## src/rtl/if_prefetch_pkg.sv

```systemverilog
// Shared instruction-fetch definitions: NOP encoding, default queue depth,
// prefetch FSM states and the queue entry layout.
package if_prefetch_pkg;

    localparam logic [31:0] INST_NOP     = 32'h0000_0013;
    localparam int unsigned IF_DEPTH_DEF = 4;

    typedef enum logic {
        ST_RUN,
        ST_REDIRECT
    } if_state_e;

    typedef struct packed {
        logic [31:0] addr;
        logic [31:0] inst;
    } if_entry_t;

endpackage

```

## src/rtl/if_fifo.sv

```systemverilog
// Synchronous FIFO of 64-bit fetch entries with a flush that empties it
// in one cycle and takes priority over push and pop.
module if_fifo
    import if_prefetch_pkg::*;
#(
    parameter int unsigned DEPTH = IF_DEPTH_DEF,
    localparam int unsigned AW = $clog2(DEPTH),
    localparam int unsigned CW = AW + 1
) (
    input  logic          clk,
    input  logic          rst,
    input  logic          flush_i,
    input  logic          push_i,
    input  logic [63:0]   wdata_i,
    input  logic          pop_i,
    output logic [63:0]   rdata_o,
    output logic [CW-1:0] count_o
);

    logic [63:0]   mem_q [DEPTH];
    logic [AW-1:0] wptr_q;
    logic [AW-1:0] rptr_q;
    logic [CW-1:0] count_q;
    logic          full;
    logic          empty;
    logic          push_ok;
    logic          pop_ok;

    assign full    = (count_q == CW'(DEPTH));
    assign empty   = (count_q == '0);
    assign pop_ok  = pop_i && !empty && !flush_i;
    assign push_ok = push_i && !flush_i && (!full || pop_ok);

    always_ff @(posedge clk or negedge rst) begin
        if (!rst) begin
            wptr_q  <= '0;
            rptr_q  <= '0;
            count_q <= '0;
        end else if (flush_i) begin
            wptr_q  <= '0;
            rptr_q  <= '0;
            count_q <= '0;
        end else begin
            if (push_ok) wptr_q <= wptr_q + AW'(1);
            if (pop_ok)  rptr_q <= rptr_q + AW'(1);
            unique case ({push_ok, pop_ok})
                2'b10:   count_q <= count_q + CW'(1);
                2'b01:   count_q <= count_q - CW'(1);
                default: count_q <= count_q;
            endcase
        end
    end

    // Storage needs no reset: count gates every read.
    always_ff @(posedge clk) begin
        if (push_ok) mem_q[wptr_q] <= wdata_i;
    end

    assign rdata_o = mem_q[rptr_q];
    assign count_o = count_q;

endmodule

```

## src/rtl/if_prefetch.sv

```systemverilog
// Instruction prefetcher: walks a combinational ROM into a small queue,
// hands words to the core over valid/ready and restarts on redirects.
module if_prefetch
    import if_prefetch_pkg::*;
#(
    parameter int unsigned DEPTH      = IF_DEPTH_DEF,
    parameter logic [31:0] RESET_ADDR = 32'h0000_0000
) (
    input  logic        clk,
    input  logic        rst,
    output logic [31:0] rom_addr_o,
    input  logic [31:0] rom_data_i,
    input  logic        jump_en_i,
    input  logic [31:0] jump_addr_i,
    input  logic        inst_ready_i,
    output logic        inst_valid_o,
    output logic [31:0] inst_o,
    output logic [31:0] inst_addr_o
);

    localparam int unsigned CW = $clog2(DEPTH) + 1;

    logic [31:0] pc_q;
    logic [31:0] pc_d;
    if_state_e   state_q;
    logic [CW-1:0] count;
    logic        empty;
    logic        full;
    logic        pop;
    logic        push;
    if_entry_t   wentry;
    if_entry_t   head;

    assign empty = (count == '0);
    assign full  = (count == CW'(DEPTH));
    assign pop   = !empty && inst_ready_i;
    assign push  = !jump_en_i && (!full || pop);

    assign wentry.addr = pc_q;
    assign wentry.inst = rom_data_i;

    if_fifo #(
        .DEPTH (DEPTH)
    ) u_fifo (
        .clk     (clk),
        .rst     (rst),
        .flush_i (jump_en_i),
        .push_i  (push),
        .wdata_i (wentry),
        .pop_i   (pop),
        .rdata_o (head),
        .count_o (count)
    );

    always_comb begin
        pc_d = pc_q;
        if (jump_en_i) begin
            pc_d = {jump_addr_i[31:2], 2'b00};
        end else if (push) begin
            pc_d = pc_q + 32'd4;
        end
    end

    always_ff @(posedge clk or negedge rst) begin
        if (!rst) begin
            pc_q    <= RESET_ADDR;
            state_q <= ST_RUN;
        end else begin
            pc_q <= pc_d;
            unique case (state_q)
                ST_RUN:      state_q <= jump_en_i ? ST_REDIRECT : ST_RUN;
                ST_REDIRECT: state_q <= jump_en_i ? ST_REDIRECT : ST_RUN;
                default:     state_q <= ST_RUN;
            endcase
        end
    end

    assign rom_addr_o   = pc_q;
    assign inst_valid_o = !empty;
    assign inst_o       = empty ? INST_NOP : head.inst;
    assign inst_addr_o  = empty ? pc_q : head.addr;

endmodule

```

## config.mk

```make
export PLATFORM = sky130hd
export DESIGN_NAME = if_prefetch
export DESIGN_NICKNAME = d
export VERILOG_FILES = /design/src/rtl/if_prefetch_pkg.sv /design/src/rtl/if_fifo.sv /design/src/rtl/if_prefetch.sv
export SDC_FILE = /design/constraint.sdc
export NUM_CORES = 1
export LEC_CHECK = 0
export ABC_AREA = 1
export ABC_CLOCK_PERIOD_IN_PS = 11500
export BUFFER_PORTS_ARGS = -buffer_cell sky130_fd_sc_hd__buf_2
export CAP_MARGIN = 40
export CORE_ASPECT_RATIO = 0.8
export CORE_UTILIZATION = 40
export DETAILED_ROUTE_END_ITERATION = 10
export PLACE_DENSITY = 0.55
export SLEW_MARGIN = 20
export SYNTH_ARGS = -nofsm -noshare
export SYNTH_HDL_FRONTEND = slang
export SYNTH_SLANG_ARGS = --single-unit
```

## constraint.sdc

```tcl
create_clock -name clk -period 11.5 [get_ports clk]
set_input_delay 2.3 -clock clk [delete_from_list [all_inputs] [get_ports clk]]
set_output_delay 2.3 -clock clk [all_outputs]
set_load 0.005 [all_outputs]
```

==> results of run 1 <==
stage by stage:
step | instances | utilization [%] | hold WS, ns | total power, mW | setup slack [ns]
after floorplan | 1158 | - | 0.515 | 1.72 | 5.61
after global placement | 1676 | 44.3 | 0.545 | 2.05 | 6.36
after detailed placement | 1682 | 44.8 | 0.565 | 2.07 | 6.52
after CTS | 1736 | 47.9 | 0.575 | 3.01 | 5.92
after global routing | 1737 | 48.0 | 0.615 | 3.14 | 5.79
final | 1737 | 48.0 | 0.575 | 2.98 | 6.01
logic make-up (layout without fill, tap and decap cells):
group,Yosys count,in the layout,share of synthesized area [%]
AND/OR/NAND/NOR,503,503,16.6
flip-flops,285,285,67.7
AO/OA/AOI/OAI,240,240,10.3
buffers and inverters,113,279,4.23
adder cells (fa/ha/maj),7,7,0.708
XOR/XNOR,6,6,0.425
other,1,4,0.0303
area by class of cell:
| cell class | instances | share of cell area [%] |
|---|---|---|
| Sequential cell | 285 | 57.5 |
| Clock inverter | 18 | 1.05 |
| Inverter | 49 | 1.28 |
| Clock buffer | 36 | 5.45 |
| Timing Repair Buffer | 176 | 7.11 |
| Multi-Input combinational cell | 760 | 24.1 |
| Tap cell | 413 | 3.54 |
report_power, final:
group | switching, mW | internal, mW | leakage [nW]
Combinational | 0.482 | 0.257 | 2.33
Sequential | 0.0757 | 1.22 | 2.73
Clock | 0.385 | 0.553 | 0.466
Total | 0.943 | 2.03 | 5.53
worst min-delay path: cells and delay by family (launching register included):
family	cells	cell delay, ns
buffers and inverters	1	0.09
AOI/OAI and AO/OA	1	0.07
DFF	1	0.38
metal layers:
metal  wire length [um]  part of all wire [%]
met1              15200                    47
met2              14900                    46
met3               1830                   5.6
met4                745                   2.3
met5                  0                     0
worst max path at each step:
stage	to	slack, ns
global placement	inst_addr_o[18]	6.36
detailed placement	inst_addr_o[18]	6.52
global route	inst_addr_o[18]	5.79
CTS	inst_addr_o[18]	5.92
floorplan	u_fifo.mem_q[0][0]	5.61
finish	inst_addr_o[18]	6.01
registers in the layout, summed over array words and instances, names as in the netlist:
name            flops
u_fifo.count_o      3
u_fifo.mem_q      248
rom_addr_o         30
u_fifo.wptr_q       2
u_fifo.rptr_q       2
Yosys cell counts (all sizes together), types with 3 or more instances:
library cell / n / area, um^2
a31oi: 3 / 18.8
o311ai: 3 / 26.3
ha: 7 / 87.6
edfxtp: 248 / 7450
o21ai: 161 / 806
buf: 37 / 225
o211ai: 5 / 37.5
nand2: 201 / 777
nor2: 257 / 1030
nand3: 42 / 223
dfrtp: 37 / 926
xor2: 6 / 52.6
a21oi: 34 / 170
clkbuf: 27 / 111
o22ai: 30 / 188
inv: 48 / 183
==> impl_summary.txt, run 1 <==
----------------------------------------------------
[Final layout]
  Layout overhead on the synthesized area ... 17.9%
  Share of final-layout standard cells stronger than drive strength 1 ... a little under a fifth
  Filler cells ... around 2,800
  Antenna diodes ... 0
  Area of all placed cells without fillers ... 14,600 um^2
  Highest-count cells in the layout ignoring fill and taps ... 248 x sky130_fd_sc_hd__edfxtp_1, 235 x sky130_fd_sc_hd__nor2_1, 191 x sky130_fd_sc_hd__nand2_1
  Area occupied by multi-input gates ... ~3500 um^2
  Register Area ... approximately 8400 um^2
  Net count of the finished layout ... approximately 1,400
  Commonest non-fill, non-tap cell in the layout ... sky130_fd_sc_hd__edfxtp_1

[Timing]
  Worst-Margin Slew ... approximately 0.82 ns
  Highest Clock Rate ... 0.182 GHz
  Sum of negative setup slack ... 0 ns
  Worst Clk Skew ... about 0.020 ns
  Minimum period implied by the final worst setup slack ... around 5.5 ns
  Number of slew-limit violations in the final report ... 0
  Worst slew margin relative to its limit ... around 45%
  Setup repair after global routing missed its margin ... no
  Period utilisation layout ... 47.7%
  # setup viols final ... 0
  Hold Violations, Final ... 0

[Global routing]
  Met2 routing resource usage after global routing ... between 30 and 40%
  Layer with the highest usage after global routing ... met2
  Total overflow reported by the global router ... 0
  Met1 track utilization from global routing ... between 20% and 30%
  Largest net degree at the start of global routing ... 71
  GRT Total Usage ... around a fifth
  Number of antenna violations at the first check in global routing ... 0
  First-pass GRT wire length ... around 50,000 um
  Global Route met3 Usage ... around 3.8%
  Vias in the first global route ... about 8,600

[CTS]
  Buffer levels on the longest clock path ... 3
  Post-cts hold buffer count ... 0
  Post-CTS setup buffer count ... 0
  Resized cells post-CTS ... 0
  Latest clock arrival within the worst-skew pair ... approximately 0.56 ns
  Cell at the root of the clock tree ... sky130_fd_sc_hd__clkbuf_16
  Total number of H-tree levels ... 1
  Clock sink count ... between 200 and 300
  Clock buffer count from CTS ... 30
  TritonCTS clock tree ... yes
  Clock transition time at the flip-flop clock pins of the worst setup and hold paths ... 0.06 ns

[Status]
  Outcome ... complete, no violations

[Floorplanning]
  Core Rows ... 57
  Horizontal die dimension ... 199 um
  Core footprint ... 30,400 um^2
  Boundary pin count ... about 170
  Initial Utilization ... between 40% and 50%
  Die height ... roughly 160 um
  Die area ... approximately 32,000 um^2

[Drt]
  Initial DRC Count ... about 600
  WL per Instance ... between 15 and 20 um
  Routed via count ... 8,791
  Final wirelength ... roughly 33,000 um
  Number of nets with antenna violations after routing ... 0
  Vias per Instance ... ~5.1
  Router iterations before antenna repair ... 5
  Number of DRC violations after detailed routing ... 0

[Synth]
  Number of enable flip-flop cells after synthesis ... between 200 and 250
  Commonest register cell after synthesis ... sky130_fd_sc_hd__edfxtp_1
  Warnings from Yosys ... 0
  Post-Synthesis Cells ... 1,155
  Proportion of synthesized chip area in sequential cells ... between 60 and 70%
  Number of distinct library cells after synthesis ... 34
  Async set-reset flop share out of synthesis ... between 10% and 20%
  Register bit count reported by yosys ... 285
  Summed instance area of the synthesized netlist ... about 12,000 um^2
  Mean Syn Cell Area ... between 10 and 15 um^2

[Worst setup path]
  Stage delay of the slowest cell on the critical path ... about 0.74 ns
  Levels on crit path ... 8
  Startpoint kind of the worst setup timing path ... flop
  Worst Path Required ... about 9.2 ns
  CP top delay family ... buffers and inverters
  R2R cell count ... 10
  FF-to-FF setup slack ... around 8.5 ns
  Max stage delay cell, worst path ... sky130_fd_sc_hd__dfrtp_4
  Launch instance of the worst register-to-register path ... u_fifo.count_o[1]
  Type of destination of the critical path ... output port
  List of cells traversed by the critical path ... inv_4 -> buf_4 -> buf_16 -> o21ai_0 -> o22ai_1 -> nand2_1 -> o21ai_0 -> buf_2
  Worst reg2reg path endpoint ... u_fifo.mem_q[0][26]
  Critical path arrival ... 3.19 ns
  Largest driver fanout on the critical path ... 62
  WS Path Type ... flop to output port
  Critical Path Most Common Cell ... sky130_fd_sc_hd__o21ai_0
  Start point of the critical path ... u_fifo.rptr_q[0]
  Sum of buffers and inverters on the critical path ... 4

[Flow run]
  Max-capacitance violation count ... 0

[Pwr]
  Power density cells ... between 200 and 250 nW/um^2
  Worst supply voltage drop on vdd ... 0.122 mV
  Cell leakage power ... 5.53 nW

[Worst hold path]
  End point of the worst hold path ... u_fifo.count_o[0]
  Hold_sp ... u_fifo.count_o[0]
  Worst hold stages ... 2
  Type of the most critical hold path ... flop to flop

[Placement]
  Final GP Congestion ... 0.866
  Quantity of I/O buffers inserted on ports ... roughly 160
  Sum of net half-perimeters after detailed placement ... between 15,000 and 20,000 um
  Area after detailed placement ... approximately 14,000 um^2

----------------------------------------------------
Note: power is estimated with default switching activity, not from simulation.
==> run 2: changes to the inputs <==
ABC_AREA = 0   (was 1)
ABC_CLOCK_PERIOD_IN_PS = 4400   (was 11500)
PLACE_DENSITY = 0.57   (was 0.55)
clock period = 4.4 ns   (was 11.5 ns; I/O delays follow)
==> impl_summary.txt, run 2 <==
----------------------------------------------------
[Synth]
  Top cells by area in the synthesized netlist ... sky130_fd_sc_hd__edfxtp_1 64%, sky130_fd_sc_hd__mux4_2 12%, sky130_fd_sc_hd__dfrtp_1 7.9%
  Proportion of synthesized chip area in sequential cells ... between 70% and 80%
  Most used standard cell by instance count after synthesis ... sky130_fd_sc_hd__edfxtp_1
  Commonest register cell after synthesis ... sky130_fd_sc_hd__edfxtp_1
  Fraction of the mapped netlist area in compound gates ... 2.90%
  Adder and majority cell fraction of the synthesized area ... less than 1%
  Multiplexer share of the synthesized area ... about 12%
  List of most frequent post-synthesis cells ... 248 x sky130_fd_sc_hd__edfxtp_1, 108 x sky130_fd_sc_hd__nand2_1, 62 x sky130_fd_sc_hd__mux4_2
  Combinational family with the most area after synthesis ... multiplexers
  Warnings from Yosys ... 0
  Post-synth top area cell ... sky130_fd_sc_hd__edfxtp_1
  Async set-reset flop share out of synthesis ... between 10% and 20%
  Post-Synthesis Cells ... between 700 and 800
  Summed instance area of the synthesized netlist ... 11,700 um^2
  Fraction of the mapped netlist area in simple logic gates ... roughly a tenth
  Number of enable flip-flop cells after synthesis ... 248
  Proportion of netlist area held by the largest area contributor ... between 60 and 70%
  Mean Syn Cell Area ... 16.6 um^2
  Number of distinct library cells after synthesis ... roughly 40
  Register bit count reported by yosys ... ~290
  Xor and xnor fraction of the mapped netlist area ... 1.20%

[Worst setup path]
  FF-to-FF setup slack ... roughly 1.8 ns
  Launch instance of the worst register-to-register path ... u_fifo.count_o[0]
  Type of destination of the critical path ... output port
  Critical path arrival ... ~2.7 ns
  WS Path Type ... flop to output port
  Worst reg2reg path endpoint ... rom_addr_o[19]
  Largest driver fanout on the critical path ... 34
  Startpoint kind of the worst setup timing path ... flop
  Worst Path Required ... ~3.5 ns
  R2R cell count ... 6

[Final layout]
  Highest-count cells in the layout ignoring fill and taps ... 248 x sky130_fd_sc_hd__edfxtp_1, 158 x sky130_fd_sc_hd__buf_2, 108 x sky130_fd_sc_hd__nand2_1
  Commonest non-fill, non-tap cell in the layout ... sky130_fd_sc_hd__edfxtp_1
  Filler cells ... 2,462
  Register with the highest flop count ... u_fifo.mem_q
  Net count of the finished layout ... between 900 and 1,000
  Number of flip-flops under the largest register name ... around 250
  Share of final-layout standard cells stronger than drive strength 1 ... 32.4%
  Layout overhead on the synthesized area ... 18.7%

[Global routing]
  Largest net degree at the start of global routing ... 38
  Layer with the highest usage after global routing ... met2
  Vias in the first global route ... roughly 6,600
  Number of antenna violations at the first check in global routing ... 0
  Total overflow reported by the global router ... 0
  GRT Total Usage ... 17.6%
  Met1 track utilization from global routing ... between 20% and 30%
  First-pass GRT wire length ... a little under 40,000 um
  Global Route met3 Usage ... between 2 and 3%
  Met2 routing resource usage after global routing ... 27.9%

[Worst hold path]
  Type of the most critical hold path ... input pin to async pin

[Timing]
  # setup viols final ... 0
  Minimum period implied by the final worst setup slack ... roughly 3.6 ns
  Worst slew margin relative to its limit ... 51.5%
  Highest Clock Rate ... approximately 0.28 GHz
  Setup repair after global routing missed its margin ... no
  Sum of negative setup slack ... 0 ns
  Hold Violations, Final ... 0
  Worst-Margin Slew ... 0.728 ns
  Worst Clk Skew ... ~0.011 ns
  Number of slew-limit violations in the final report ... 0
  Period utilisation layout ... 81.7%

[Drt]
  Router iterations before antenna repair ... 7
  Routed via count ... between 6,000 and 7,000
  Vias per Instance ... roughly 5.3
  Initial DRC Count ... 446
  Final wirelength ... approximately 26,000 um
  Number of nets with antenna violations after routing ... 0
  Number of DRC violations after detailed routing ... 0
  WL per Instance ... ~20 um

[CTS]
  Post-cts hold buffer count ... 0
  TritonCTS clock tree ... yes
  Clock transition time at the flip-flop clock pins of the worst setup and hold paths ... about 0.060 ns
  Clock buffer count from CTS ... 29
  Resized cells post-CTS ... 0
  Post-CTS setup buffer count ... 0
  Latest clock arrival within the worst-skew pair ... between 0.5 and 0.6 ns
  Cell at the root of the clock tree ... sky130_fd_sc_hd__clkbuf_16
  Total number of H-tree levels ... 1
  Buffer levels on the longest clock path ... 3
  Clock sink count ... roughly 290

[Floorplanning]
  Initial Utilization ... approximately two fifths
  Boundary pin count ... around 170
  Die area ... between 20,000 and 30,000 um^2
  Core footprint ... roughly 28,000 um^2
  Core Rows ... 55
  Die height ... about 150 um
  Horizontal die dimension ... a little under 200 um

[Status]
  Outcome ... complete, no violations

[Pwr]
  Power density cells ... between 500 and 600 nW/um^2
  Total Power Consumption ... about 7.6 mW
  Worst supply voltage drop on vdd ... 0.375 mV
  Cell leakage power ... 4.97 nW

[Flow run]
  Max-capacitance violation count ... 0

[Placement]
  Quantity of I/O buffers inserted on ports ... between 150 and 200
  Final GP Congestion ... roughly 0.72
  Sum of net half-perimeters after detailed placement ... between 15,000 and 20,000 um

----------------------------------------------------
-- run 2: cell types whose count changed in the layout (fill, tap and decap cells not counted), sizes merged, moves of 16 or more --
cell,delta
o22ai,-30
a21oi,-30
nand2,-93
nand3,-31
and2,+29
nor2,-232
o21ai,-142
or4,+16
inv,-38
mux4,+62
-- run 2: cells by family (layout without fill, tap and decap cells) --
group / Yosys count / count (layout)
AO/OA/AOI/OAI: 55 / 55
multiplexers: 64 / 64
XOR/XNOR: 16 / 16
buffers and inverters: 50 / 236
other: 1 / 5
AND/OR/NAND/NOR: 227 / 227
adder cells (fa/ha/maj): 7 / 7
flip-flops: 285 / 285
-- run 2: critical path, stage by stage, from the launching register on --
cell	delay [ns]
sky130_fd_sc_hd__dfrtp_4	0.91
sky130_fd_sc_hd__buf_4	0.40
sky130_fd_sc_hd__mux4_2	0.56
sky130_fd_sc_hd__nand2_1	0.10
sky130_fd_sc_hd__nand2_1	0.08
sky130_fd_sc_hd__buf_2	0.13
-- run 2: worst max path at each step --
stage | start | endpoint | cells past startpoint
after floorplan | jump_en_i | u_fifo.mem_q[1][0] | 4
after global placement | jump_en_i | u_fifo.mem_q[0][36] | 4
after detailed placement | jump_en_i | u_fifo.mem_q[0][7] | 4
after CTS | u_fifo.rptr_q[0] | inst_addr_o[8] | 5
after global routing | u_fifo.count_o[0] | inst_addr_o[14] | 8
final | u_fifo.rptr_q[0] | inst_addr_o[8] | 5
-- run 2: power breakdown --
part / total, mW / leakage (nW) / switching (mW) / internal [mW]
registers: 3.42 / 2.71 / 0.222 / 3.19
logic: 1.91 / 1.82 / 0.987 / 0.920
clock network: 2.32 / 0.441 / 0.978 / 1.35
total: 7.65 / 4.97 / 2.19 / 5.46
-- run 2: per-stage QoR --
stage	cell area [um^2]	hold slack [ns]	cells	util (%)	setup WS (ns)
3_5_place_dp	13000	0.570	1211	45.6	1.20
6_report	13900	0.249	1265	48.7	0.807
4_1_cts	13900	0.232	1264	48.7	0.710
5_1_grt	13900	0.241	1264	48.7	0.587
3_3_place_gp	13000	0.560	1210	45.5	1.20
2_1_floorplan	11700	0.537	708	-	0.976
-- run 2: per-layer routing --
layer / share of wire, % / wire (um) / vias to the layer above
li1: - / - / 3066
met1: 46 / 11700 / 3379
met2: 48 / 12200 / 168
met3: 5.2 / 1330 / 29
met4: 1.6 / 408 / 0
met5: 0 / 0 / -
-- run 2: cell type report --
type                       instances  area (um^2)  area share (%)
inverter                          10         37.5           0.270
tap                              370          463            3.34
sequential                       285         8380            60.4
clock buffer                      40          777            5.60
multi-input combinational        373         3140            22.6
antenna                            1         2.50          0.0180
clock inverter                    13          115           0.829
timing repair buffer             173          966            6.96
